[src/rtl/fetch_unit.sv]
// Instruction-fetch stage: PC, 1-cycle synchronous imem requests, small {instr, pc} FIFO to decode.
// Optional MIPS branch-delay-slot preservation on redirect when FETCH_DELAY_SLOT_EN is defined.
module fetch_unit #(
    parameter logic [31:0] PC_RESET  = 32'h0000_0000,
    parameter int          BUF_DEPTH = 2
) (
    input  logic        w_clock,
    input  logic        w_reset_n,
    output logic [31:0] w_imem_addr_32,
    output logic        w_imem_rd_en,
    input  logic [31:0] w_imem_data_32,
    input  logic        w_stall,
    input  logic        w_redirect,
    input  logic [31:0] w_redirect_pc_32,
    output logic [31:0] w_instr_out_32,
    output logic [31:0] w_pc_out_32,
    output logic        w_instr_valid
);

    localparam int PTR_W = (BUF_DEPTH > 1) ? $clog2(BUF_DEPTH) : 1;
    localparam int CNT_W = PTR_W + 1;
    localparam int OCC_W = CNT_W + 1;

    logic [31:0]      pc_q;
    logic             inflight_q;
    logic [31:0]      inflight_pc_q;
    logic [PTR_W-1:0] head_q;
    logic [PTR_W-1:0] tail_q;
    logic [CNT_W-1:0] count_q;

    logic [31:0] buf_instr [BUF_DEPTH];
    logic [31:0] buf_pc    [BUF_DEPTH];

    logic             valid;
    logic             pop;
    logic             push;
    logic             buf_we;
    logic             space;
    logic             issue;
    logic [OCC_W-1:0] occupancy;
    logic [31:0]      redirect_target;

`ifdef FETCH_DELAY_SLOT_EN
    logic        pend_valid_q;
    logic [31:0] pend_pc_q;
    logic        slot_from_fetch;
`endif

    assign redirect_target = w_redirect_pc_32 & 32'hFFFF_FFFC;

    always_comb begin
        valid     = (count_q != '0);
        pop       = valid && !w_stall;
        push      = inflight_q;
        // Slots committed after this edge: buffered + returning - leaving.
        occupancy = OCC_W'(count_q) + OCC_W'(inflight_q) - OCC_W'(pop);
        space     = (occupancy < OCC_W'(BUF_DEPTH));
`ifdef FETCH_DELAY_SLOT_EN
        slot_from_fetch = (count_q == '0) && !inflight_q;
        if (w_redirect) begin
            issue  = w_reset_n && slot_from_fetch;
            buf_we = inflight_q && (count_q == '0);
        end else begin
            issue  = w_reset_n && space && !pend_valid_q;
            buf_we = push;
        end
`else
        issue  = w_reset_n && space && !w_redirect;
        buf_we = push && !w_redirect;
`endif
    end

    assign w_imem_rd_en   = issue;
    assign w_imem_addr_32 = pc_q;
    assign w_instr_valid  = valid;
    assign w_instr_out_32 = valid ? buf_instr[head_q] : 32'h0000_0000;
    assign w_pc_out_32    = valid ? buf_pc[head_q]    : 32'h0000_0000;

    // Storage carries no reset; occupancy is tracked solely by count_q.
    always_ff @(posedge w_clock) begin
        if (w_reset_n && buf_we) begin
            buf_instr[tail_q] <= w_imem_data_32;
            buf_pc[tail_q]    <= inflight_pc_q;
        end
    end

    always_ff @(posedge w_clock) begin
        if (!w_reset_n) begin
            pc_q          <= PC_RESET;
            inflight_q    <= 1'b0;
            inflight_pc_q <= 32'h0000_0000;
            head_q        <= '0;
            tail_q        <= '0;
            count_q       <= '0;
`ifdef FETCH_DELAY_SLOT_EN
            pend_valid_q  <= 1'b0;
            pend_pc_q     <= 32'h0000_0000;
`endif
        end else if (w_redirect) begin
`ifdef FETCH_DELAY_SLOT_EN
            // Keep exactly the oldest undelivered instruction as the delay slot.
            pend_valid_q <= 1'b1;
            pend_pc_q    <= redirect_target;
            if (count_q != '0) begin
                count_q    <= CNT_W'(1);
                tail_q     <= head_q + PTR_W'(1);
                inflight_q <= 1'b0;
            end else if (inflight_q) begin
                count_q    <= CNT_W'(1);
                tail_q     <= tail_q + PTR_W'(1);
                inflight_q <= 1'b0;
            end else begin
                inflight_q    <= issue;
                inflight_pc_q <= pc_q;
            end
`else
            pc_q       <= redirect_target;
            inflight_q <= 1'b0;
            head_q     <= '0;
            tail_q     <= '0;
            count_q    <= '0;
`endif
        end else begin
`ifdef FETCH_DELAY_SLOT_EN
            if (pend_valid_q) begin
                pc_q         <= pend_pc_q;
                pend_valid_q <= 1'b0;
            end else if (issue) begin
                pc_q <= pc_q + 32'd4;
            end
`else
            if (issue) begin
                pc_q <= pc_q + 32'd4;
            end
`endif
            inflight_q <= issue;
            if (issue) begin
                inflight_pc_q <= pc_q;
            end
            if (push) begin
                tail_q <= tail_q + PTR_W'(1);
            end
            if (pop) begin
                head_q <= head_q + PTR_W'(1);
            end
            case ({push, pop})
                2'b10:   count_q <= count_q + CNT_W'(1);
                2'b01:   count_q <= count_q - CNT_W'(1);
                default: count_q <= count_q;
            endcase
        end
    end

endmodule

[config.mk]
export PLATFORM = sky130hd
export DESIGN_NAME = fetch_unit
export DESIGN_NICKNAME = d
export VERILOG_FILES = /design/src/rtl/fetch_unit.sv
export SDC_FILE = /design/constraint.sdc
export NUM_CORES = 1
export LEC_CHECK = 0
export CORE_UTILIZATION = 45
export DETAILED_ROUTE_END_ITERATION = 10
export PLACE_DENSITY = 0.74
export SLEW_MARGIN = 20
export SYNTH_ARGS = -nofsm -noshare
export SYNTH_HDL_FRONTEND = slang
export SYNTH_SLANG_ARGS = --single-unit
[constraint.sdc]
create_clock -name w_clock -period 4.3 [get_ports w_clock]
set_input_delay 0.86 -clock w_clock [delete_from_list [all_inputs] [get_ports w_clock]]
set_output_delay 0.86 -clock w_clock [all_outputs]
set_load 0.005 [all_outputs]
==> Word-level counts from Yosys, hierarchy flattened <==
Memory sizes are Yosys's and may differ from the RTL's. A register that Yosys moved wholly into a read port is not among the register bits.
Index checks and enable logic that the tools add are counted.
{ "word_totals": {"n_memories": 2, "output_inout_bits": 98, "regBits": 69, "ram_bits": 128, "latch_bits": 0, "rom_bits": 0} }
{ "classes": {"n_addsub": 7, "multipliers": 0, "order_cmp": 1, "eq_ne": 2, "n_reduce_logical": 12, "n_bitwise": 2, "n_shift": 0, "n_div": 0, "mux": 11} }
{ "memory_table": {"columns": ["memory", "depth", "width", "read_ports", "rd_ports_with_merged_regs", "write_ports", "line", "text"], "rows": [
  ["buf_instr", 2, 32, 1, 1, 1, "31", "logic [31:0] buf_instr [BUF_DEPTH];"],
  ["buf_pc", 2, 32, 1, 1, 1, "32", "logic [31:0] buf_pc [BUF_DEPTH];"]
]} }
{ "ops": {"columns": ["op", "n"], "rows": [
  ["$mux 32", 4],
  ["$add 32x3->32 const B", 1],
  ["$mux 1", 6],
  ["$reduce_bool 2->1", 3],
  ["$logic_and 1x1->1", 5],
  ["$pmux 2 s2", 1],
  ["$add 2x1->3", 1],
  ["$lt 3x2->1 const B", 1],
  ["$sub 3x1->3", 1],
  ["$add 1x1->1 const B", 2],
  ["$add 2x1->2 const B", 1],
  ["$eq 2x1->1 const B", 1],
  ["$eq 2x2->1 const B", 1],
  ["$logic_not 1->1", 2],
  ["$not 1->1", 2],
  ["$reduce_and 2->1", 1],
  ["$reduce_or 2->1", 1],
  ["$sub 2x1->2 const B", 1]
]} }

==> Longest topological paths before layout <==
Gate-level depths: netlist (run 1).
{ "logic_depth": {"ltp_word": 8, "ltp_mapped": 10, "ltp_nobuf": 8} }

==> Least setup slack after synthesis (run 1) <==
Ideal clock, no wire load.
{ "synth_path": {"kind": "input port to flip-flop", "from": "in w_redirect", "to": "mem buf_instr[0][0], enable pin", "setup_ns": 0.482, "slack_ns": -0.107, "t_arrival_ns": 3.924, "path_stages": 4, "cell_sequence": "clkbuf_1 > nor2b_1 > nand2_1 > nor2_1"} }
{ "synth_via": {"elab_chain_len": 5} }
{ "synth_rtl": {"columns": ["element", "line", "text"], "rows": [
  ["from (decl)", "13", "input logic w_redirect,"],
  ["$logic_not 1->1", "69", "buf_we = push && !w_redirect;"],
  ["$logic_and 1x1->1", "69", null],
  ["$logic_and 1x1->1", "81", "if (w_reset_n && buf_we) begin"],
  ["$mux 1", "81", null],
  ["$mux 1 (not written as such)", "82", "buf_instr[tail_q] <= w_imem_data_32;"],
  ["to (decl)", "31", null]
]} }
Every way passes these cells.

==> Worst setup path in the final report (run 1) <==
{ "layout_path": {"from": "in w_stall", "to": "out w_imem_rd_en"} }
{ "layout_via": {"elab_chain_len": 6} }
{ "layout_rtl": {"columns": ["element", "line", "text"], "rows": [
  ["from (decl)", "12", "input logic w_stall,"],
  ["$logic_not 1->1", "53", "pop = valid && !w_stall;"],
  ["$logic_and 1x1->1", "53", null],
  ["$sub 3x1->3", "56", "occupancy = OCC_W'(count_q) + OCC_W'(inflight_q) - OCC_W'(pop);"],
  ["$lt 3x2->1", "57", "space = (occupancy < OCC_W'(BUF_DEPTH));"],
  ["$logic_and 1x1->1 (2 in a row)", "68", "issue = w_reset_n && space && !w_redirect;"],
  ["to (decl)", "10", "output logic w_imem_rd_en,"]
]} }
Every way passes these cells.

==> results of run 1 <==
## state kept, by name (all words and copies together), names as in the netlist, named ones only
name,flops
buf_pc,60
head_q,1
inflight_pc_q,30
count_q,2
w_imem_addr_32,30
buf_instr,64
tail_q,1
inflight_q,1
## worst max-delay path, stage by stage
cell             delay (ns)
clkdlybuf4s50_1        0.49
nor3b_1                0.28
o21ai_0                0.15
fa_1                   0.49
xnor2_4                0.17
nand3_1                0.13
inv_2                  0.08
clkdlybuf4s50_1        0.51
## cells by family (layout without fill, tap and decap cells)
| kind of cell | Yosys count | after routing | share of synthesized area, % |
|---|---|---|---|
| adder cells (fa/ha/maj) | 2 | 2 | 0.405 |
| XOR/XNOR | 13 | 13 | 1.65 |
| AO/OA/AOI/OAI | 106 | 106 | 9.00 |
| other | 1 | 4 | 0.0467 |
| buffers and inverters | 60 | 210 | 3.47 |
| multiplexers | 62 | 62 | 7.72 |
| AND/OR/NAND/NOR | 242 | 242 | 14.9 |
| flip-flops | 190 | 190 | 62.8 |
## cells in the final DEF, fill, tap and decap left out, types with 3 or more instances in the layout
cell type	n
a21boi_1	28
a21oi_1	7
a31oi_1	12
and2_1	6
and3_1	8
and4_1	7
buf_4	9
clkbuf_16	17
clkdlybuf4s50_1	158
conb_1	4
dfxtp_1	65
edfxtp_1	124
inv_1	7
inv_6	7
mux2i_1	62
nand2_1	72
nand2b_1	4
nand3_1	16
nand4_1	16
nor2_1	73
nor2b_1	3
nor3b_1	6
nor4_1	4
o211a_1	5
o21ai_0	28
o31ai_1	11
or4_1	13
xnor2_1	5
xor2_1	7
## per-stage QoR
step | total power, mW | std cells | utilization (%) | setup slack (ns)
detailed placement | 2.35 | 1022 | 56.3 | 0.268
floorplan | 2.18 | 679 | - | 0.918
global placement | 2.35 | 1022 | 56.3 | 0.316
CTS | 3.92 | 1054 | 59.7 | 0.246
finish | 3.88 | 1054 | 59.7 | 0.275
global route | 4.02 | 1054 | 59.7 | 0.0743
## worst max path at each step
stage / to / depth (start not counted)
4_1_cts: w_imem_rd_en / 8
6_report: w_imem_rd_en / 8
3_3_place_gp: w_imem_rd_en / 8
3_5_place_dp: w_imem_rd_en / 8
2_1_floorplan: w_imem_rd_en / 7
5_1_grt: w_imem_rd_en / 8
## layer usage
layer | global-route usage (%) | share of wire [%] | up-vias
met5 | 0 | 0 | -
met1 | 26.7 | 46 | 2689
met3 | 3.82 | 6.7 | 17
met2 | 29.6 | 46 | 205
li1 | - | - | 2759
met4 | 6.80 | 1.3 | 0
## power by group
part / switching [mW] / internal (mW)
sequential: 0.0552 / 1.98
clock: 0.688 / 0.876
combinational: 0.120 / 0.162
## cell type report
class | count | area (sq um)
clock buffers | 17 | 425
fillers | 1407 | 6990
repair buffers | 169 | 1670
flip-flops and latches | 190 | 5050
inverters | 9 | 33.8
multi-input cells | 429 | 2740
well taps | 225 | 282
clock inverters | 15 | 169
==> results.md, run 1 <==
* Status: complete, no violations
* Hold_sp: inflight_pc_q[23]
* DRC Markers at 0
* Max Transition Viols Final at 0
* Starting density of the core at 46.3%
* Drt wl/cell at approximately 16 um
* I/O pin total at 166
* Largest net degree at the start of global routing at 71
* Site Rows at 48
* Hold Path End: buf_pc[1][23]
* DR iter-0 viols at 300
* Reg2reg end: w_imem_addr_32[29]
* Post-synthesis sequential area ratio at 62.8%
* Via Count at 5,670
* Async S/R FF share, synth at 0%
* Final setup violation count at 0
* Synth area leaders: edfxtp_1 46%, dfxtp_1 16%, mux2i_1 7.7%
* Total gr overflow at 0
* Pwr/cell area at ~370 mW/mm^2
* Post-CTS setup buffers at 0
* Main synth FF type: edfxtp_1
* Achievable frequency at around 250 MHz
* CTS Sinks at 190
* CTS Hold Bufs at 0
* RSZ-0062 raised after global routing: false
* Layout area overhead at 29.1%
* HPWL Detailed at 11,200 um
* Worst-path clk slew at about 0.07 ns
* Largest area contributor in the netlist: edfxtp_1
* Finished layout cell area at 0.0104 sq mm
* Final hold vios at 0
* Total die area at 0.0184 sq mm
* Most common cell in the netlist: edfxtp_1
* Slew margin rel. at roughly 28%
* Max FO, Critical Path at 6
* Mean Syn Cell Area at 11.9 sq um
* Critical Path Start Type: input pin
* H-tree depth at 4
* Vias in the first global route at 5,536
* Number of flops mapped to enable cells by yosys at 124
* GP Congestion at 0.810
* Tmin final at roughly 4.0 ns
* Synth cell types at 54
* Final Skew at 0.0111 ns
* Maximum VDD drop at ~0.00023 V
* Num CTS Buffers at 17
* Total of cells resized after clock tree synthesis at 0
* Die Ht at 136 um
* Inserted Diodes at 0
* Final WL at 17,000 um
* CP Capture Type: primary output
* Die width at about 140 um
* Origin of the worst setup path: w_stall
* CTS Buffer Depth at 2
* Synth Instances at 676
* FF+latch count, synth at 190
* Data required, critical path at approximately 3.4 ns
* Final period utilization at 93.6%
* ANT nets after route at 0
* Placed inst area at just under 0.01 sq mm
* Share of the synthesized area in the top cell type at between 40 and 50%
* Worst R2R Path Depth at 8
* Hold crit path type: reg -> reg
* Core Area at 0.0174 sq mm
* Kind of critical path: in -> out
* Synth cell count leaders: 124 x edfxtp_1, 75 x nor2_1, 72 x nand2_1
* Synthesized area at 0.00803 sq mm
* Max_cap viols at 0
* Vias per cell at 5.38
* Yosys warnings at 0
* Antenna violations before repair at 0
* Worst path arrival time at between 3 and 4 ns
* Pre-Repair DR Iteration Count at 4
* IO Port Bufs at 159
* Worst reg-to-reg setup slack at between 1 and 1.5 ns
* CTS Root Cell: clkbuf_16
* Post-route setup TNS at 0 ns
* Clock latency reported for the late side of the worst-skew pair at between 0.4 and 0.5 ns
* Tot GR Track Use at 19.1%
* Leak at 3.49 nW
* CTS tree: yes
* Layout net count at 886
* Smallest hold slack at approximately 0.46 ns
* Actual slew at the worst max-slew pin at 1.07 ns
* WHS Path Cells at 0
* Reg-to-reg startpoint: count_q[1]
* Share of layout cells above drive strength 1 at 6.51%
* First-pass GRT wire length at 27,500 um
Power figures use the tool's default switching activity.
==> inputs of run 2 (changes only) <==
CORE_MARGIN = 2   (was not set)
==> run 2 against run 1 <==
  * Clock skew shrank 0.0010 ns
  * Maximum frequency shrank 0.22%
  * Sequential cell count is the same
==> results.md, run 2 (synthesized netlist as in run 1, its figures left out) <==
* Final setup violation count at 0 (unchanged)
* Power Total at 3.83 mW (-1.3%)
* CTS Hold Bufs at 0 (unchanged)
* Worst reg-to-reg setup slack at 1.16 ns (-0.03 ns)
* Via Count at 5,678 (+0.14%)
* Final hold vios at 0 (unchanged)
* Max Transition Viols Final at 0 (unchanged)
* Reg power frac at 53.1% (+0.7 points)
* GP Congestion at 0.852 (+5.1%)
* CTS Sinks at 190 (unchanged)
* Total die area at 0.0189 sq mm (+3.0%)
* Vias in the first global route at 5,356 (-3.3%)
* CTS Root Cell: clkbuf_16
* Vias per cell at 5.38 (about the same)
* Final WL at 17,300 um (+1.8%)
* Share of layout cells above drive strength 1 at 6.39% (-0.13 points)
* Site Rows at 48 (unchanged)
* Max FO, Critical Path at 6 (unchanged)
* Fillers at 1,382 (-1.8%)
* Layout net count at 887 (+0.11%)
* H-tree depth at 4 (unchanged)
* Commonest cells after routing, fill and taps aside: 158 x clkdlybuf4s50_1, 124 x edfxtp_1, 73 x nor2_1
* Kind of critical path: in -> out
* DRC Markers at 0 (unchanged)
* Drt wl/cell at 16.4 um (+1.7%)
* Clock latency reported for the late side of the worst-skew pair at 0.42 ns (about the same)
* IO Port Bufs at 159 (unchanged)
* ANT nets after route at 0 (unchanged)
* DR iter-0 viols at 344 (+15%)
* Core Area at 0.0174 sq mm (unchanged)
* CP Capture Type: primary output
* First-pass GRT wire length at 27,100 um (-1.3%)
* Worst-path clk slew at 0.06 ns (about the same)
* Max_cap viols at 0 (unchanged)
* Largest net degree at the start of global routing at 71 (unchanged)
* Maximum VDD drop at 0.000268 V (+17%)
* Leak at 3.49 nW (about the same)
* Achievable frequency at 248 MHz (-0.22%)
* Placed inst area at 0.00980 sq mm (+0.20%)
* Status: complete, no violations
* CTS Buffer Depth at 2 (unchanged)
* HPWL Detailed at 11,800 um (+5.5%)
* Post-route setup TNS at 0 ns (unchanged)
* Finished layout cell area at 0.0104 sq mm (about the same)
* Worst path arrival time at 3.17 ns (about the same)
* Post-CTS setup buffers at 0 (unchanged)
* Pre-Repair DR Iteration Count at 5 (+1)
* Net Sw Frac at 21.6% (-0.64 points)
* Total of cells resized after clock tree synthesis at 0 (unchanged)
* Cell internal pwr at 3.00 mW (-0.45%)
* Tmin final at 4.03 ns (+0.00875 ns)
* Critical Path Start Type: input pin
* Hold crit path type: reg -> reg
* Clock power frac at 39.5% (-0.8 points)
* Combinational share of power at 7.4% (about the same)
* Smallest hold slack at 0.454 ns (-0.00387 ns)
* Data required, critical path at 3.44 ns (about the same)
* Actual slew at the worst max-slew pin at 1.08 ns (+0.00239 ns)
* Total gr overflow at 0 (unchanged)
* Placed Cells at 1,023 (+0.098%)
* I/O pin total at 166 (unchanged)
* Slew margin rel. at 28.2% (-0.16 points)
* Layout area overhead at 29.0% (about the same)
* Die Ht at 138 um (+1.5%)
* Final Non-Filler Cells at 1,055 (+0.095%)
* Final period utilization at 93.8% (+0.20 points)
* Inserted Diodes at 0 (unchanged)
* Reg with most FFs: buf_instr
* Pwr/cell area at 370 mW/mm^2 (-1.2%)
* Starting density of the core at 46.3% (unchanged)
* Largest registers: buf_instr: 64 flops, buf_pc: 60 flops
* Most common cell after layout, fill and taps aside: clkdlybuf4s50_1
* Max FFs per register at 64 (unchanged)
* Tot GR Track Use at 18.5% (-0.65 points)
* Die width at 138 um (+1.5%)
* Antenna violations before repair at 0 (unchanged)
* Psw at 827 uW (-4.1%)
* RSZ-0062 raised after global routing: false
* Final Skew at 0.0101 ns (-0.00103 ns)
* Num CTS Buffers at 17 (unchanged)
* CTS tree: yes
run 2: cell count changes in the layout (fill, tap and decap cells not counted), sizes merged:
cell | previous run | this run
inv | 18 | 14
buf | 11 | 12
clkinv | 3 | 5
clkbuf | 17 | 19
run 2: layer usage:
metal / track usage (%) / vias to the layer above / share of wire (%)
li1: - / 2759 / -
met2: 29.0 / 247 / 46
met4: 6.30 / 0 / 0.83
met3: 4.27 / 12 / 7.9
met1: 25.3 / 2660 / 45
met5: 0 / - / 0
run 2: path summary, 6_finish.rpt:
| kind | to | cells after the start | startpoint |
|---|---|---|---|
| worst max-delay path | w_imem_rd_en | 8 | w_stall |
| worst min-delay path | buf_pc[1][15] | 0 | inflight_pc_q[15] |
| worst max register to register | w_imem_addr_32[29] | 8 | count_q[1] |
| worst min register to register | buf_pc[1][15] | 0 | inflight_pc_q[15] |
run 2: power groups by stage:
stage | combinational, mW | sequential (mW) | clock, mW
floorplan | 0.129 | 2.05 | 0
global placement | 0.276 | 2.07 | 0
detailed placement | 0.283 | 2.07 | 0
CTS | 0.285 | 2.03 | 1.55
global route | 0.309 | 2.04 | 1.62
finish | 0.283 | 2.04 | 1.51
run 2: stage by stage:
stage               util, %  setup slack [ns]
finish                 59.7             0.266
detailed placement     56.4             0.260
floorplan                 -             0.918
global placement       56.4             0.330
CTS                    59.7             0.241
global route           59.7             0.132
run 2: final cells by class:
class / instances / area, sq um / area share [%]
Clock buffer: 19 / 433 / 4.18
Clock inverter: 13 / 138 / 1.33
Inverter: 9 / 33.8 / 0.326
Multi-Input combinational cell: 429 / 2740 / 26.4
Sequential cell: 190 / 5050 / 48.7
Tap cell: 225 / 282 / 2.72
Timing Repair Buffer: 170 / 1690 / 16.3
run 2: worst max-delay path: stages:
cell and delay (ns):
clkdlybuf4s50_1 0.50, nor3b_1 0.26, o21ai_0 0.18, fa_1 0.51, xnor2_4 0.17, nand3_1 0.13, inv_2 0.08, clkdlybuf4s50_1 0.49
